### config.mk
export PLATFORM = sky130hd
export DESIGN_NAME = beta_recursion_unit
export DESIGN_NICKNAME = d
export VERILOG_FILES = /design/src/rtl/beta_recursion_unit.sv
export SDC_FILE = /design/constraint.sdc
export NUM_CORES = 1
export LEC_CHECK = 0
export CAP_MARGIN = 20
export CORE_MARGIN = 2
export CORE_UTILIZATION = 69
export DETAILED_ROUTE_END_ITERATION = 8
export DONT_BUFFER_PORTS = 1
export PLACE_DENSITY_LB_ADDON = 0.08
export SYNTH_ARGS = -nofsm -noshare
export SYNTH_HDL_FRONTEND = slang
export SYNTH_SLANG_ARGS = --single-unit
### constraint.sdc
create_clock -name clk -period 9.31 [get_ports clk]
set_input_delay 1.862 -clock clk [delete_from_list [all_inputs] [get_ports clk]]
set_output_delay 1.862 -clock clk [all_outputs]
set_load 0.005 [all_outputs]
### src/rtl/beta_recursion_unit.sv
// beta_recursion_unit: 8-state backward (beta) recursion for max-log-MAP.
// Loads an initial beta vector, then runs one add-compare-select step per
// accepted branch-metric pair. Each step's vector is stored in a K-deep
// buffer that the LLR stage reads back.
// Optional build macro: BETA_NORM_EN subtracts state 0 from every state
// after each step, so state 0 stays at 0 and the metrics cannot drift.
//
// state | meaning
// ------+-----------------------------------------------------------
// IDLE  | waiting for start; start loads init_beta and clears cnt
// RUN   | one ACS step and one buffer write per accepted gamma pair
// DONE  | window complete, done pulses for one cycle, back to IDLE
module beta_recursion_unit #(
  parameter int N  = 12,
  parameter int K  = 8,
  parameter int AW = $clog2(K)
) (
  input  logic            clk,
  input  logic            rst,
  input  logic            start,
  input  logic [8*N-1:0]  init_beta,
  input  logic            gm_valid,
  output logic            gm_ready,
  input  logic [N-1:0]    gamma_a,
  input  logic [N-1:0]    gamma_b,
  output logic [8*N-1:0]  beta_cur,
  output logic            busy,
  output logic            done,
  input  logic [AW-1:0]   rd_addr,
  output logic [8*N-1:0]  rd_data
);

  typedef enum logic [1:0] {
    S_IDLE = 2'd0,
    S_RUN  = 2'd1,
    S_DONE = 2'd2
  } state_t;

  state_t          state_q, state_d;
  logic [AW-1:0]   cnt_q;
  logic [8*N-1:0]  beta_q;
  logic [8*N-1:0]  beta_nxt;
  logic            accept;
  logic            last_step;

  logic [N-1:0]    pa_v  [8];
  logic [N-1:0]    pb_v  [8];
  logic [N-1:0]    acs_v [8];

  // Sized to the full address space so any rd_addr indexes a real entry.
  logic [8*N-1:0]  buf_mem [2**AW];

  // Sign-extend by one bit so sums and differences of two metrics cannot overflow.
  function automatic logic signed [N:0] ext(input logic [N-1:0] v);
    return {v[N-1], v};
  endfunction

  // Clamp an (N+1)-bit signed value into the N-bit signed range.
  function automatic logic [N-1:0] sat(input logic signed [N:0] x);
    if (x[N] != x[N-1])
      return x[N] ? {1'b1, {(N-1){1'b0}}} : {1'b0, {(N-1){1'b1}}};
    else
      return x[N-1:0];
  endfunction

  assign accept    = (state_q == S_RUN) && gm_valid;
  assign last_step = (cnt_q == AW'(K-1));
  assign beta_cur  = beta_q;

  // Next-state decode and status outputs, all decoded from the current state.
  always_comb begin
    state_d  = state_q;
    busy     = 1'b0;
    gm_ready = 1'b0;
    done     = 1'b0;
    case (state_q)
      S_IDLE: begin
        if (start) state_d = S_RUN;
      end
      S_RUN: begin
        busy     = 1'b1;
        gm_ready = 1'b1;
        if (accept && last_step) state_d = S_DONE;
      end
      S_DONE: begin
        done    = 1'b1;
        state_d = S_IDLE;
      end
      default: state_d = S_IDLE;
    endcase
  end

  // Add-compare-select on the trellis; predecessors of s are 2s and 2s+1 (mod 8).
  always_comb begin
    pa_v     = '{default: '0};
    pb_v     = '{default: '0};
    acs_v    = '{default: '0};
    beta_nxt = '0;
    for (int s = 0; s < 8; s++) begin
      pa_v[s]  = sat(ext(beta_q[((2*s)   % 8)*N +: N]) + ext(gamma_a));
      pb_v[s]  = sat(ext(beta_q[((2*s+1) % 8)*N +: N]) + ext(gamma_b));
      acs_v[s] = ($signed(pa_v[s]) >= $signed(pb_v[s])) ? pa_v[s] : pb_v[s];
    end
    for (int s = 0; s < 8; s++) begin
`ifdef BETA_NORM_EN
      beta_nxt[s*N +: N] = sat(ext(acs_v[s]) - ext(acs_v[0]));
`else
      beta_nxt[s*N +: N] = acs_v[s];
`endif
    end
  end

  // State register, step counter, beta vector and registered read port.
  always_ff @(posedge clk or posedge rst) begin
    if (rst) begin
      state_q <= S_IDLE;
      cnt_q   <= '0;
      beta_q  <= '0;
      rd_data <= '0;
    end else begin
      state_q <= state_d;
      rd_data <= buf_mem[rd_addr];
      case (state_q)
        S_IDLE: begin
          if (start) begin
            beta_q <= init_beta;
            cnt_q  <= '0;
          end
        end
        S_RUN: begin
          if (gm_valid) begin
            beta_q <= beta_nxt;
            if (!last_step) cnt_q <= cnt_q + AW'(1);
          end
        end
        default: ;
      endcase
    end
  end

  // Step buffer; deliberately not reset so previous windows survive rst.
  always_ff @(posedge clk) begin
    if (accept) buf_mem[cnt_q] <= beta_nxt;
  end

endmodule

## Yosys cells after proc, flatten, opt, wreduce, memory -nomap -nowiden

Memory sizes are Yosys's and may differ from the RTL's. A register that Yosys moved wholly into a read port is not among the register bits.
Cells that the tools add are included.

- Bits in writable memories: 768
- Logic and storage cells: 73
- Output and inout port bits: 195
- Memories: 1
- Register bits after elaboration: 101

Memory list:

| name | depth | bits a word | read ports | clocked after Yosys merged registers in | wr ports | RTL line | RTL |
|---|---|---|---|---|---|---|---|
| buf_mem | 8 | 96 | 1 | 1 | 1 | 51 | `logic [8*N-1:0] buf_mem [2**AW];` |

- Reduce and logical (&&, ||, !) cells: 7
- Muxes and demuxes: 34
- Magnitude comparators: 4
- $add $sub $neg: 9
- Eq/ne operators: 15

Operators by type and width:

| kind | count |
|---|---|
| two-way mux 12 bit | 20 |
| two-way mux 96 bit | 2 |
| case mux 96 bit (2 select lines) | 1 |
| adder 12 x 12 -> 13 bit | 8 |
| >= comparator 12 bit | 4 |
| two-way mux 3 bit | 3 |
| != test 1 bit | 8 |
| != test 2 bit, second input constant | 3 |
| case mux 3 bit (2 select lines) | 1 |
| two-way mux 1 bit | 4 |
| two-way mux 2 bit | 2 |
| case mux 2 bit (2 select lines) | 1 |
| AND reduction 4 bit | 1 |
| adder 3 x 1 -> 3 bit, second input constant | 1 |
| == test 3 bit, second input constant | 1 |
| AND reduction 3 bit | 1 |
| == test 2 x 1 -> 1 bit, second input constant | 1 |
| == test 2 bit, second input constant | 1 |
| logical AND 1 bit | 2 |
| zero test 2 bit | 1 |
| != test 2 x 1 -> 1 bit, second input constant | 1 |
| AND reduction 2 bit | 1 |
| nonzero test 2 bit | 1 |

## Depth between registers and ports, before layout

- Depth after elaboration: 7
- Gate-level depth with buffers: 24
- Gate-level depth less buffers: 22

## Least setup slack after synthesis

Ideal clock, no wire load.

- Path type: input port to flip-flop
- From: input port gm_valid
- To: memory buf_mem[0][47] (netlist bit) (enable)
- Library setup time: 0.572 ns
- Stages: 2
- Setup slack: 2.224 ns
- Arrival time: 6.513 ns
- Cells stage by stage: nand2_1 > nor4_1

- Longest elaborated chain between the ends: 3

RTL lines:

| element | RTL line | RTL |
|---|---|---|
| start: declaration | 22 | `input logic gm_valid,` |
| logical AND 1 bit | 66 | `assign accept = (state_q == S_RUN) && gm_valid;` |
| two-way mux 1 bit | 143 | `if (accept) buf_mem[cnt_q] <= beta_nxt;` |
| two-way mux 1 bit (implied by the code) | 143 |  |
| end: declaration | 51 |  |

No other way between the ends.

==> impl_metrics.yaml <==
yosys:
  avgSynthCellArea_sq_um: 13.1
  ys_seq_elements: 533
  synth-edff-count: 384
  async_reset_ff_frac: 0.280
  yosys_warnings: 0
  syn_inst: 2111
  yosysSeqAreaShare: 0.550
  yosysTopAreaCell: "edfxtp_1"
  synth.most_common_cell: "edfxtp_1"
  synth.distinct_cells: 88
  netlist_area_sq_um: 27700
  synth-main-ff-cell: "edfxtp_1"
  synthesis.nets: 2406
  ys_top_cells_by_count: "384 x edfxtp_1, 180 x a21oi_1, 160 x ha_1"
  yosys-top-cells-area: "edfxtp_1 42%, dfrtp_1 13%, mux4_2 7.8%"
  synth_top_area_frac: 0.416
drt:
  dr_wl_met2_mm: 39.1
  drtIter0Drc: 2682
  routed_wl_mm: 88.5
  ant_nets: 0
  vias_per_cell: 7.43
  drc: 0
  top_layer: "met5"
  dr_wl_met3_mm: 11.8
  drt-met1-wl_mm: 32.0
  drt_first_pass_iters: 6
  wire_per_inst_um: 33.8
  vias: 19500
grt:
  grt_antenna_before_repair: 11
  grt_overflow_total: 0
  grt_use_total: 0.431
  grt_max_degree: 97
  grt_first_pass_wirelength_mm: 128
  grt_pass1_vias: 18900
clocking:
  clk-insertion-delay-late_ns: 0.61
  cts.sinks: 533
  clock-root-buffer: "clkbuf_16"
  hold_buffers: 0
  cts_tree: "built"
  clk_pin_slew_ns: 0.07
  post_cts_resized: 0
  postCtsSetupRepairBufs: 0
  clock_path_buffers: 3
  cts_inserted_buffers: 51
  htreeDepth: 2
timing:
  fin_crit_sh: 0.902
  max_freq_ghz: 0.119
  finalClockSkew_ns: 0.0241
  hold_viol_final: 0
  drv_slew: 0
  setup-tns-final_ns: 0
  layout_min_cycle_time_ns: 8.39
  maxSlewHeadroom: 0.263
  rsz0062_at_grt: "false"
  worstMarginPinSlew_ns: 1.09
  finalSetupViolations: 0
place:
  place_hpwl_mm: 59.3
  routabilityCongestion: 1.03
  io_buffers: 0
outcome:
  status: "finished, final reports clean"
layout:
  fin_nets: 2341
  area_growth_pct: 6.69
  fillCellCount: 2365
  drive_above_1_share: 0.147
critical_path:
  path_class: "primary input to register"
  crit_path_max_fanout: 16
  crit_path_start_kind: "primary input"
  r2r_slack_ns: 1.62
  cp.required_ns: 9.59
  end_kind: "register"
  crit_arrival_ns: 8.67
die:
  die_h_um: 204
  start_util: 0.698
  die-area_sq_um: 41800
  chipWidth_um: 204
  core_area_sq_um: 39700
  ioPinCount: 322
  row_count: 73
worst_hold_path:
  min_path_type: "register to register"
job:
  maxCapViolations: 0
==> layout make-up <==
| cell class | instances | area (sq um) | share of cell area |
|---|---|---|---|
| clock buffer | 70 | 1390 | 0.0469 |
| antenna | 4 | 10.0 | 0.000338 |
| timing repair buffer | 19 | 143 | 0.00482 |
| tap | 525 | 657 | 0.0222 |
| multi-input combinational | 1376 | 11600 | 0.391 |
| sequential | 533 | 15300 | 0.516 |
| inverter | 65 | 249 | 0.00842 |
| clock inverter | 25 | 315 | 0.0107 |
==> placed cells by master, fill, tap and decap left out, types with 51 or more instances in the layout <==
| cell type | instances |
|---|---|
| a21oi_1 | 179 |
| clkbuf_16 | 51 |
| dfrtp_1 | 149 |
| edfxtp_1 | 384 |
| ha_1 | 160 |
| inv_1 | 64 |
| mux2_2 | 51 |
| mux4_2 | 96 |
| nand2_1 | 77 |
| nor2_1 | 119 |
| o21ai_0 | 115 |
==> path summary, 6_finish.rpt <==
path | startpoint | endpoint | cells past startpoint
max | gamma_a[0] | buf_mem[4][67]$_DFFE_PP_ | 21
min | beta_cur[22]$_DFFE_PP0P_ | beta_cur[22]$_DFFE_PP0P_ | 2
max reg2reg | beta_cur[24]$_DFFE_PP0P_ | buf_mem[4][67]$_DFFE_PP_ | 21
min reg2reg | beta_cur[22]$_DFFE_PP0P_ | beta_cur[22]$_DFFE_PP0P_ | 2
max in group asynchronous | rst | cnt_q[2]$_DFFE_PP0P_ | 2
min in group asynchronous | rst | rd_data[89]$_DFF_PP0_ | 1
==> metal layers <==
| metal | track usage | vias up |
|---|---|---|
| met1 | 0.580 | 9460 |
| met5 | 0 | - |
| met2 | 0.639 | 1616 |
| li1 | - | 8037 |
| met4 | 0.219 | 10 |
| met3 | 0.131 | 333 |
==> logic make-up (layout without fill, tap and decap cells) <==
kind of cell / after synthesis / after routing / synth area share
AO/OA/AOI/OAI: 618 / 618 / 0.149
XOR/XNOR: 64 / 64 / 0.0202
adder cells (fa/ha/maj): 168 / 168 / 0.0780
buffers and inverters: 202 / 179 / 0.0353
flip-flops: 533 / 533 / 0.550
multiplexers: 158 / 158 / 0.103
other: 0 / 4 / 0
AND/OR/NAND/NOR: 368 / 368 / 0.0648
==> worst max-delay path, cell delays in order <==
cell	delay [ns]
ha_1	0.23
fa_1	0.45
a211oi_2	0.27
o21ai_1	0.13
a41o_1	0.31
nand2_1	0.08
nand2_1	0.04
mux2i_1	0.19
ha_1	0.37
inv_1	0.17
o31ai_1	0.09
a31oi_1	0.53
a21boi_1	0.54
ha_1	0.35
nand2b_1	0.16
a2111oi_0	0.67
o21bai_1	0.30
a211o_1	0.37
nand2_1	0.48
mux2i_1	0.73
inv_1	0.33
==> stage by stage <==
stage          instances  utilization  worst slack [ns]  hold WS, ns  instance area, sq um
4_1_cts             2613        0.744              1.25        0.579                 29600
2_1_floorplan       2111            -              2.22        0.498                 27700
3_5_place_dp        2518        0.701              1.10        0.564                 27900
5_1_grt             2613        0.744             0.783        0.609                 29600
6_report            2617        0.745             0.916        0.571                 29600
3_3_place_gp        2518        0.701              1.17        0.549                 27900
==> registers in the layout, indices dropped and copies added, names as in the netlist <==
| signal | flops |
|---|---|
| beta_cur | 96 |
| cnt_q | 3 |
| buf_mem | 384 |
| rd_data | 48 |
| state_q | 2 |
Power is not shown: default switching activity piles up to over one toggle a cycle in this logic, so the estimate is an artifact.
